===== src/rtl/audio_sample_pacer.sv =====
// audio_sample_pacer: derives the HDMI audio sample clock from the pixel
// clock with a fractional phase accumulator, so the long-run rate is exact.
// Once per sample period it pops one frame from the audio FIFO (read
// latency 1) and hands it to the hdmi core. On underrun the last frame is
// held (or zeroed when muted) and the event is counted.
//
// Ports:
//   clk_pixel        sole clock
//   reset_n          synchronous, active-low reset
//   mute             1: output zeros; FIFO is still drained at the sample rate
//   fifo_empty       audio FIFO empty flag
//   fifo_rden        one-cycle FIFO read strobe
//   fifo_q           FIFO data, valid one cycle after fifo_rden
//   audio_clk        sample clock, ~50% duty, falls the cycle after a tick
//   sample_word      current frame, channel 0 in the LSBs
//   sample_strobe    high in the cycle whose closing edge loads sample_word
//   underrun_sticky  set by any underrun, cleared only by reset
//   underrun_count   saturating count of underrun ticks
module audio_sample_pacer #(
    parameter int CLK_HZ         = 74250000,
    parameter int SAMPLE_RATE    = 48000,
    parameter int CHANNELS       = 2,
    parameter int SAMPLE_WIDTH   = 16,
    parameter int UNDERRUN_WIDTH = 16
) (
    input  logic                             clk_pixel,
    input  logic                             reset_n,
    input  logic                             mute,
    input  logic                             fifo_empty,
    output logic                             fifo_rden,
    input  logic [CHANNELS*SAMPLE_WIDTH-1:0] fifo_q,
    output logic                             audio_clk,
    output logic [CHANNELS*SAMPLE_WIDTH-1:0] sample_word,
    output logic                             sample_strobe,
    output logic                             underrun_sticky,
    output logic [UNDERRUN_WIDTH-1:0]        underrun_count
);

    localparam int PW = $clog2(CLK_HZ) + 1;

    localparam logic [PW-1:0] INC  = PW'(SAMPLE_RATE);
    localparam logic [PW-1:0] LIM  = PW'(CLK_HZ);
    localparam logic [PW-1:0] HALF = PW'(CLK_HZ / 2);

    localparam logic [1:0] S_IDLE  = 2'd0;
    localparam logic [1:0] S_READ  = 2'd1;
    localparam logic [1:0] S_LATCH = 2'd2;

    // A period of at least four cycles guarantees no tick lands while a
    // read is still in flight.
    if (SAMPLE_RATE <= 0 || 4 * SAMPLE_RATE > CLK_HZ) begin : g_rate_check
        $error("audio_sample_pacer: need 0 < 4*SAMPLE_RATE <= CLK_HZ");
    end

    logic [PW-1:0] phase;
    logic [PW-1:0] sum;
    logic [PW-1:0] phase_nxt;
    logic          tick;
    logic [1:0]    state;
    logic [1:0]    state_nxt;
    logic          under_set;
    logic          under;

    always_comb begin
        sum       = phase + INC;
        tick      = (sum >= LIM);
        phase_nxt = tick ? sum - LIM : sum;
    end

    always_comb begin
        state_nxt = state;
        case (state)
            S_IDLE:  if (tick && !fifo_empty) state_nxt = S_READ;
            S_READ:  state_nxt = fifo_empty ? S_IDLE : S_LATCH;
            S_LATCH: state_nxt = S_IDLE;
            default: state_nxt = S_IDLE;
        endcase
    end

    assign fifo_rden = (state == S_READ) && !fifo_empty;

    // A frame that vanished between the tick and the read slot is treated
    // like an ordinary underrun rather than latching stale FIFO data.
    assign under_set = ((state == S_IDLE) && tick && fifo_empty)
                    || ((state == S_READ) && fifo_empty);

    always_ff @(posedge clk_pixel) begin
        if (!reset_n) begin
            phase           <= '0;
            state           <= S_IDLE;
            under           <= 1'b0;
            audio_clk       <= 1'b0;
            sample_word     <= '0;
            sample_strobe   <= 1'b0;
            underrun_sticky <= 1'b0;
            underrun_count  <= '0;
        end else begin
            phase         <= phase_nxt;
            audio_clk     <= (phase_nxt >= HALF);
            state         <= state_nxt;
            under         <= under_set;
            sample_strobe <= under_set || fifo_rden;
            if (state == S_LATCH) begin
                sample_word <= mute ? '0 : fifo_q;
            end else if (under) begin
                if (mute) sample_word <= '0;
                underrun_sticky <= 1'b1;
                if (underrun_count != '1)
                    underrun_count <= underrun_count + UNDERRUN_WIDTH'(1);
            end
        end
    end

endmodule

===== config.mk =====
export PLATFORM = sky130hd
export DESIGN_NAME = audio_sample_pacer
export DESIGN_NICKNAME = d
export VERILOG_FILES = /design/src/rtl/audio_sample_pacer.sv
export SDC_FILE = /design/constraint.sdc
export NUM_CORES = 1
export LEC_CHECK = 0
export ABC_AREA = 0
export CAP_MARGIN = 30
export CORE_ASPECT_RATIO = 0.9
export CORE_MARGIN = 3
export CORE_UTILIZATION = 30
export CTS_BUF_LIST = sky130_fd_sc_hd__clkbuf_16
export DETAILED_ROUTE_END_ITERATION = 10
export GPL_ROUTABILITY_DRIVEN = 0
export HOLD_SLACK_MARGIN = 0.06
export PLACE_DENSITY = 0.59
export SLEW_MARGIN = 20
export SYNTH_ARGS = -nofsm -noshare
export SYNTH_HDL_FRONTEND = slang
export SYNTH_SLANG_ARGS = --single-unit

===== constraint.sdc =====
create_clock -name clk_pixel -period 7 [get_ports clk_pixel]
set_clock_uncertainty 0.15 [all_clocks]
set_input_delay 1.4 -clock clk_pixel [delete_from_list [all_inputs] [get_ports clk_pixel]]
set_output_delay 1.4 -clock clk_pixel [all_outputs]
set_load 0.01 [all_outputs]

# Word level (Yosys, flattened, before mapping)
# Cells that the tools add are included.
op_classes:
  add_sub_neg: 3
  n_eq_ne: 4
  bitwise_logic: 1
  mux: 8
  n_reduce_logical: 14
  magnitude_cmp: 2
ops:
  columns: ["operator", "count"]
  rows:
  - ["$mux 32", 4]
  - ["$add 28x16->28 const B", 1]
  - ["$ge 28x26->1 const B", 1]
  - ["$ge 28x27->1 const B", 1]
  - ["$mux 28", 1]
  - ["$sub 28x27->28 const B", 1]
  - ["$add 16x1->16 const B", 1]
  - ["$ne 16x16->1 const B", 1]
  - ["$logic_and 1x1->1", 5]
  - ["$mux 2", 2]
  - ["$pmux 2 s2", 1]
  - ["$reduce_and 2->1", 2]
  - ["$reduce_bool 2->1", 2]
  - ["$reduce_and 3->1", 1]
  - ["$eq 2x1->1 const B", 1]
  - ["$eq 2x2->1 const B", 1]
  - ["$logic_not 2->1", 1]
  - ["$logic_or 1x1->1", 2]
  - ["$ne 2x2->1 const B", 1]
  - ["$logic_not 1->1", 1]
  - ["$not 1->1", 1]
word_totals:
  output_inout_bits: 52
  register_bits: 82
  in_bits: 36

# Logic depth before layout (Yosys ltp)
# Gate-level depths: netlist of the first run.
logic_depth:
  depth_word: 6
  depth_mapped: 16
  ltp_nobuf: 13

# Worst setup path before layout of the first run
# No wires, ideal clock.
synth_path:
  kind: "reg2reg"
  from: "reg phase[7]"
  to: "reg audio_clk"
  arrival_time_ns: 3.368
  stages_incl_launch_ff: 17
  slack_ns: 3.350
  t_required_ns: 6.718
  path_buffers: 3
  setup_time_ns: 0.132
  path_cell_list: "dfxtp_1 -> buf_4 -> inv_1 -> ha_1 -> nand2b_1 -> buf_2 -> nand2_1 -> xor2_1 -> a311o_1 -> clkbuf_1 -> a211o_1 -> a221o_1 -> a211oi_1 -> o22ai_1 -> a21o_1 -> nor3b_2 -> a211oi_2"
synth_via:
  elab_chain_len: 4
  word_cells_on_any_way: 5
  cone_classes: "add/sub (2); order compare (2); mux (1)"
synth_lines:
  columns: ["item", "line", "text"]
  rows:
  - ["start, declared", "55", "logic [PW-1:0] phase;"]
  - ["start signal, assigned", "98", "phase <= phase_nxt;"]
  - ["$add 28x16->28 (*)", "65", "sum = phase + INC;"]
  - ["$sub 28x27->28 or $ge 28x27->1 (tied branches)", "67, 66", null]
  - ["$mux 28 (*)", "67", "phase_nxt = tick ? sum - LIM : sum;"]
  - ["$ge 28x26->1 (*)", "99", "audio_clk <= (phase_nxt >= HALF);"]
  - ["end signal, assigned", "99", null]
  - ["end, declared", "32", "output logic audio_clk,"]
# Every way passes the cells marked *; elsewhere a longest branch is shown, timed or not.
# A chain may end at the register's enable or synchronous reset.

# Final worst setup path of the first run
# Ends and elaborated chain as after synthesis.

==> results of run 1 <==
==> power breakdown <==
| part | leakage, nW | switching (mW) | total, mW | internal (mW) |
|---|---|---|---|---|
| Sequential | 0.631 | 0.0514 | 0.514 | 0.463 |
| Combinational | 1.19 | 0.240 | 0.394 | 0.154 |
| Clock | 0.140 | 0.196 | 0.473 | 0.277 |
| Total | 1.96 | 0.488 | 1.38 | 0.894 |
==> cell usage after synthesis, types with 2 or more instances <==
| library cell | count |
|---|---|
| o21a_1 | 4 |
| buf_4 | 3 |
| nor3b_1 | 2 |
| o21ai_1 | 2 |
| o31a_1 | 3 |
| a311o_1 | 3 |
| nor4_1 | 5 |
| and3_1 | 7 |
| clkbuf_1 | 17 |
| or3_1 | 6 |
| a211o_1 | 2 |
| xnor2_2 | 2 |
| a21oi_1 | 19 |
| a211oi_1 | 7 |
| nor3b_2 | 2 |
| and4_1 | 3 |
| nand2_1 | 35 |
| buf_2 | 6 |
| inv_1 | 10 |
| nor4b_1 | 2 |
| a21o_1 | 4 |
| ha_1 | 5 |
| o211a_1 | 2 |
| buf_6 | 2 |
| and2_1 | 10 |
| xnor2_1 | 30 |
| nor2_1 | 87 |
| a22oi_1 | 32 |
| xor2_1 | 21 |
| nand4_1 | 7 |
| nor4_4 | 2 |
| a31oi_1 | 7 |
| o22ai_1 | 2 |
| nand2b_1 | 6 |
| dfxtp_1 | 78 |
| o2111ai_1 | 2 |
| nand3_1 | 14 |
| o21ai_0 | 9 |
| a211oi_2 | 2 |
| nand3b_1 | 4 |
| nor3_1 | 19 |
| o211ai_1 | 4 |
==> worst min-delay path by stage <==
stage,startpoint,end,depth (start not counted)
after floorplan,state[1],under,1
after global placement,underrun_sticky,underrun_sticky,2
after detailed placement,state[1],under,1
after CTS,state[1],under,1
after global routing,state[1],under,1
final,state[1],under,1
==> layout make-up <==
| class | count | area (um^2) |
|---|---|---|
| well taps | 193 | 241 |
| clock buffers | 9 | 225 |
| inverters | 11 | 41.3 |
| multi-input cells | 403 | 2640 |
| flip-flops and latches | 78 | 1560 |
| fillers | 1438 | 8480 |
| clock inverters | 7 | 71.3 |
| repair buffers | 91 | 901 |
==> logic make-up (layout without fill, tap and decap cells) <==
family                   count (synthesis)  after routing  share of synthesized area, %
AND/OR/NAND/NOR                        221            221                          25.7
AO/OA/AOI/OAI                          123            123                          21.8
flip-flops                              78             78                          35.7
XOR/XNOR                                53             53                          11.0
buffers and inverters                   39            118                          4.12
adder cells (fa/ha/maj)                  5              5                          1.43
multiplexers                             1              1                         0.229
==> worst reg2reg max path, delay by kind of cell, from the launching register on <==
family | cells | cell delay [ns]
and+or+nand+nor | 4 | 1.50
AOI/OAI and AO/OA | 6 | 1.29
DFF | 1 | 0.58
xor gates and xnor gates | 1 | 0.32
adders and majority gates | 1 | 0.29
buffers and inverters | 1 | 0.12
==> state kept, by name, summed over array words and instances (netlist names) <==
name             count
underrun_sticky      1
underrun_count      16
under                1
state                2
audio_clk            1
sample_strobe        1
phase               24
sample_word         32
==> routing by layer <==
layer	vias up	share of wire, %
li1	2016	-
met1	1881	45
met2	106	48
met3	12	5.7
met4	0	1.3
met5	-	0
==> stage by stage <==
| step | utilization [%] | area [um^2] | worst slack (ns) |
|---|---|---|---|
| after CTS | 40.0 | 5670 | 2.27 |
| after global placement | 38.0 | 5370 | 2.61 |
| final | 40.1 | 5680 | 2.67 |
| after detailed placement | 38.0 | 5370 | 2.31 |
| after floorplan | - | 4370 | 3.35 |
| after global routing | 40.1 | 5680 | 2.34 |
==> summary.md, run 1 <==
| Metric | Value |
|---|---|
| Post CTS Setup Buffer Count | `0` |
| Most frequent cells in the layout | `87 x clkdlybuf4s50_1, 86 x nor2_1, 78 x dfxtp_1, 35 x nand2_1, 32 x a22oi_1` |
| Yosys top cell by area | `dfxtp_1` |
| Drt wl/cell | `between 15 and 20 um` |
| Bufs and invs on worst path | `1` |
| Worst Setup EP | `audio_clk` |
| HPWL after DPL | `a little under 9000 um` |
| Initial antenna violation count | `0` |
| Power, Total | `1.38 mW` |
| Hold Vio Cnt, Final | `0` |
| # setup viols final | `0` |
| Outcome | `finished clean` |
| Count of cell types in the netlist | `73` |
| Worst Path Arrival | `approximately 4.4 ns` |
| NumNets Final | `635` |
| Global route overflow | `0` |
| EDFF count, synth | `0` |
| Slowest CP cell | `or4_1` |
| WS Path Type | `reg2reg` |
| Top cell type's share of synthesized area | `35.7%` |
| Core Rows | `41` |
| Overall Global Routing Usage | `around 15%` |
| CP Data Required Time | `7.12 ns` |
| Core area | `0.0142 mm^2` |
| Diodes inserted | `0` |
| FMAX | `231 MHz` |
| GRT Max-Usage Layer | `met2` |
| Async S/R FF share, synth | `0%` |
| First-pass GRT wire length | `19700 um` |
| Post-CTS Resized | `0` |
| Top_reg_cell synth | `dfxtp_1` |
| Max Slew Vio Count | `0` |
| Pwr dens | `243 mW/mm^2` |
| Most frequent cell on the critical path | `a21oi_1` |
| Detailed Routing Iterations Pass 1 | `4` |
| Antenna-violating nets left | `0` |
| Chip width | `about 130 um` |
| Family with the most delay on the worst path | `simple AND/OR/NAND/NOR gates` |
| Die Y | `121 um` |
| Stages on worst setup path | `13` |
| Met1 usage in global routing | `19.6%` |
| Peak supply drop | `0.130 mV` |
| Sum Neg Setup Slack | `0 ns` |
| Largest net degree at the start of global routing | `45` |
| Via/cell ratio | `5.07` |
| Commonest non-fill, non-tap cell in the layout | `clkdlybuf4s50_1` |
| Syn Area/Cell | `about 8.4 um^2` |
| Max_cap viols | `0` |
| Yosys warns | `0` |
| Vias in the first global route | `3931` |
| Placed cells | `775` |
| Reg-to-reg critical path startpoint | `phase[7]` |
| Die area | `0.0161 mm^2` |
| CP startpoint kind | `flop` |
| Hold WC Path Type | `reg2reg` |
| Worst setup startpoint | `phase[7]` |
| PortBufs | `87` |
| Met3 Use GR | `approximately 4.5%` |
| Area delta synth->final | `29.9%` |
| CTS tree | `built` |
| Pleak | `1.96 nW` |
| CP Cell Sequence | `inv_1 > ha_1 > nand2b_1 > a21oi_1 > or4_1 > a31o_2 > nand2b_1 > a21oi_1 > nand4b_1 > xor2_1 > a21o_1 > a21oi_1 > a211oi_2` |
| H-tree depth | `3` |
| IO Pins | `88` |
| Part of the Yosys area used for sequential elements | `35.7%` |
| Final hold slack | `0.324 ns` |
| Clk slew on worst S/H paths | `0.06 ns` |
| Relative slew slack | `between 50% and 60%` |
| Mapped Nets | `561` |
| Clk root buf | `clkbuf_16` |
| Mapped Cells | `520` |
| Post-Synthesis Cell Area | `around 0.0044 mm^2` |
| Worst reg-to-reg setup slack | `2.67 ns` |
| DRC Markers | `0` |
| Period minus WS final | `4.33 ns` |
| Worst setup EP type | `flop` |
| FF+latch count, synth | `78` |
| Delay of the slowest cell on the worst path | `0.66 ns` |
| CTS hold repair buffers | `0` |
| Synth top area cells | `dfxtp_1 36%, nor2_1 7.5%, xnor2_1 6.0%` |
| Routed via count | `4015` |
| Initial Util | `30.9%` |
| Global-route met2 utilization | `24.4%` |
| Post-Route WL | `12100 um` |
| Reg-to-reg endpoint | `audio_clk` |
| Clock sink count | `78` |
| Skew-Pair Late Insertion Delay | `about 0.35 ns` |
| Critical Path Fanout Max | `13` |
| RSZ-0062 raised after global routing | `false` |
| CTS buffer count | `9` |
| Final period utilization | `61.8%` |
| CTS max path bufs | `2` |
| FF-to-FF path depth | `13` |
| Slew @ Worst Pin | `between 0.7 and 0.8 ns` |
| Fraction of layout instances using a drive strength above 1 | `7.68%` |
| Fin cells | `792` |
| Starting DRC count in detailed routing | `approximately 220` |
No activity file was read; power rests on OpenSTA's default activity.
==> inputs of run 2 (changes only) <==
- clock period: 7 -> 4.28 ns (I/O delays scaled with it)
==> run 2 against run 1 <==
  * Critical path depth unchanged
  * Highest routed layer unchanged
  * Cell area up 1.1%
  * Clock-buffer cell count unchanged
  * Largest power group unchanged
  * Critical path type unchanged
  * Sequential share of layout area down 0.29 points
  * Sequential cell count unchanged
==> summary.md, run 2 (synthesis gave the netlist of run 1 again) <==
| Metric | Value |
|---|---|
| Outcome | `finished clean` |
| DRC Markers | `0` |
| Slowest CP cell | `or4_1` |
| Psw | `0.778 mW` |
| Power, Total | `2.19 mW` |
| Post CTS Setup Buffer Count | `0` |
| Period minus WS final | `3.88 ns` |
| Clk root buf | `clkbuf_16` |
| Via/cell ratio | `between 5 and 6` |
| Max Slew Vio Count | `0` |
| Final period utilization | `between 90% and 100%` |
| CP Data Required Time | `between 4 and 5 ns` |
| Commonest non-fill, non-tap cell in the layout | `clkdlybuf4s50_1` |
| Routed via count | `4040` |
| CTS hold repair buffers | `0` |
| Relative slew slack | `approximately 55%` |
| Clock sink count | `78` |
| FF-to-FF path depth | `13` |
| H-tree depth | `3` |
| Peak supply drop | `0.161 mV` |
| Global route overflow | `0` |
| Reg power frac | `38.2%` |
| CP Cell Sequence | `inv_1 > ha_1 > nand2b_1 > a21oi_1 > or4_1 > a31o_2 > nand2b_1 > a21oi_1 > nand4b_1 > xor2_1 > a21o_1 > nor3b_2 > a211oi_2` |
| Most frequent cells in the layout | `87 x clkdlybuf4s50_1, 86 x nor2_1, 78 x dfxtp_1, 35 x nand2_1, 32 x a22oi_1` |
| Post-Route WL | `11700 um` |
| # setup viols final | `0` |
| Die area | `roughly 0.016 mm^2` |
| Pleak | `around 2.0 nW` |
| WS Path Type | `reg2reg` |
| PortBufs | `87` |
| Max reg flops | `32` |
| Clk slew on worst S/H paths | `0.06 ns` |
| Vias in the first global route | `about 3800` |
| Overall Global Routing Usage | `14.4%` |
| Delay of the slowest cell on the worst path | `0.64 ns` |
| Core area | `0.0142 mm^2` |
| Largest net degree at the start of global routing | `48` |
| IO Pins | `88` |
| Largest Register | `sample_word` |
| Antenna-violating nets left | `0` |
| Area delta synth->final | `31.3%` |
| Worst setup EP type | `flop` |
| Detailed Routing Iterations Pass 1 | `4` |
| HPWL after DPL | `around 8500 um` |
| Reg-to-reg endpoint | `audio_clk` |
| FMAX | `258 MHz` |
| Initial antenna violation count | `0` |
| Fillers | `roughly 1400` |
| Hold Path Stages | `1` |
| RSZ-0062 raised after global routing | `false` |
| Worst reg-to-reg setup slack | `roughly 0.40 ns` |
| Critical Path Fanout Max | `11` |
| Slew @ Worst Pin | `0.665 ns` |
| CTS buffer count | `9` |
| Fraction of layout instances using a drive strength above 1 | `a little under a tenth` |
| Drt wl/cell | `14.6 um` |
| Power Internal | `between 1 and 1.5 mW` |
| Clk pwr share | `a little under a third` |
| Switching part of the total | `~36%` |
| Post-CTS Resized | `0` |
| First-pass GRT wire length | `approximately 19000 um` |
| CTS tree | `built` |
| CP startpoint kind | `flop` |
| Core Rows | `41` |
| Logic pwr share | `30.0%` |
| Starting DRC count in detailed routing | `335` |
| Hold WC Path Type | `reg2reg` |
| Initial Util | `30.9%` |
| Die Y | `121 um` |
| Worst Path Arrival | `about 3.9 ns` |
| CTS max path bufs | `2` |
| Skew-Pair Late Insertion Delay | `0.34 ns` |
| NumNets Final | `around 650` |
| Largest registers | `sample_word: 32 flops, phase: 24 flops, underrun_count: 16 flops` |
| Reg-to-reg critical path startpoint | `phase[8]` |
| Pwr dens | `382 mW/mm^2` |
| Min-delay src | `state[1]` |
| Hold Vio Cnt, Final | `0` |
| Sum Neg Setup Slack | `0 ns` |
| Chip width | `around 130 um` |
| Diodes inserted | `0` |
| WHS Endpoint | `under` |
| Max_cap viols | `0` |
[run 2: layout make-up]
| cell class | instances | area, um^2 | area share, % |
|---|---|---|---|
| Clock buffer | 9 | 225 | 3.92 |
| Clock inverter | 7 | 41.3 | 0.720 |
| Inverter | 11 | 41.3 | 0.720 |
| Multi-Input combinational cell | 403 | 2640 | 45.9 |
| Sequential cell | 78 | 1560 | 27.2 |
| Tap cell | 193 | 241 | 4.21 |
| Timing Repair Buffer | 103 | 991 | 17.3 |
[run 2: worst max-delay path, delay by kind of cell, from the launching register on]
kind | cells | cell delay [ns]
adders and majority gates | 1 | 0.25
xor gates and xnor gates | 1 | 0.19
buffers and inverters | 1 | 0.07
AOI/OAI and AO/OA | 5 | 1.03
and+or+nand+nor | 5 | 1.60
DFF | 1 | 0.46
[run 2: worst max path at each step]
stage,from,end,cells past startpoint
after global routing,phase[8],phase[24],12
after CTS,phase[8],audio_clk,13
after global placement,phase[8],audio_clk,13
after detailed placement,phase[8],audio_clk,13
final,phase[8],audio_clk,13
after floorplan,phase[7],audio_clk,16
[run 2: layer usage]
metal	up-vias	GRT usage, %	part of all wire [%]
met4	0	5.85	1.6
met5	-	0	0
met1	1892	19.2	47
met3	11	3.00	4.9
li1	2051	-	-
met2	86	22.9	47
[run 2: metrics by stage]
stage          instance area (um^2)  std cells  setup slack [ns]  hold slack, ns  util, %
6_report                       5740        804             0.403           0.315     40.5
5_1_grt                        5740        804           0.00202           0.363     40.5
4_1_cts                        5740        804             0.426           0.321     40.5
3_5_place_dp                   5470        788             0.437           0.299     38.6
3_3_place_gp                   5470        788             0.549           0.300     38.6
2_1_floorplan                  4370        520             0.630           0.279        -
[run 2: power groups by stage]
stage          combinational [mW]  sequential [mW]  clock (mW)
3_5_place_dp                0.647            0.853           0
5_1_grt                     0.721            0.844       0.747
3_3_place_gp                0.640            0.849           0
4_1_cts                     0.651            0.836       0.717
6_report                    0.657            0.837       0.695
2_1_floorplan               0.543            0.800           0
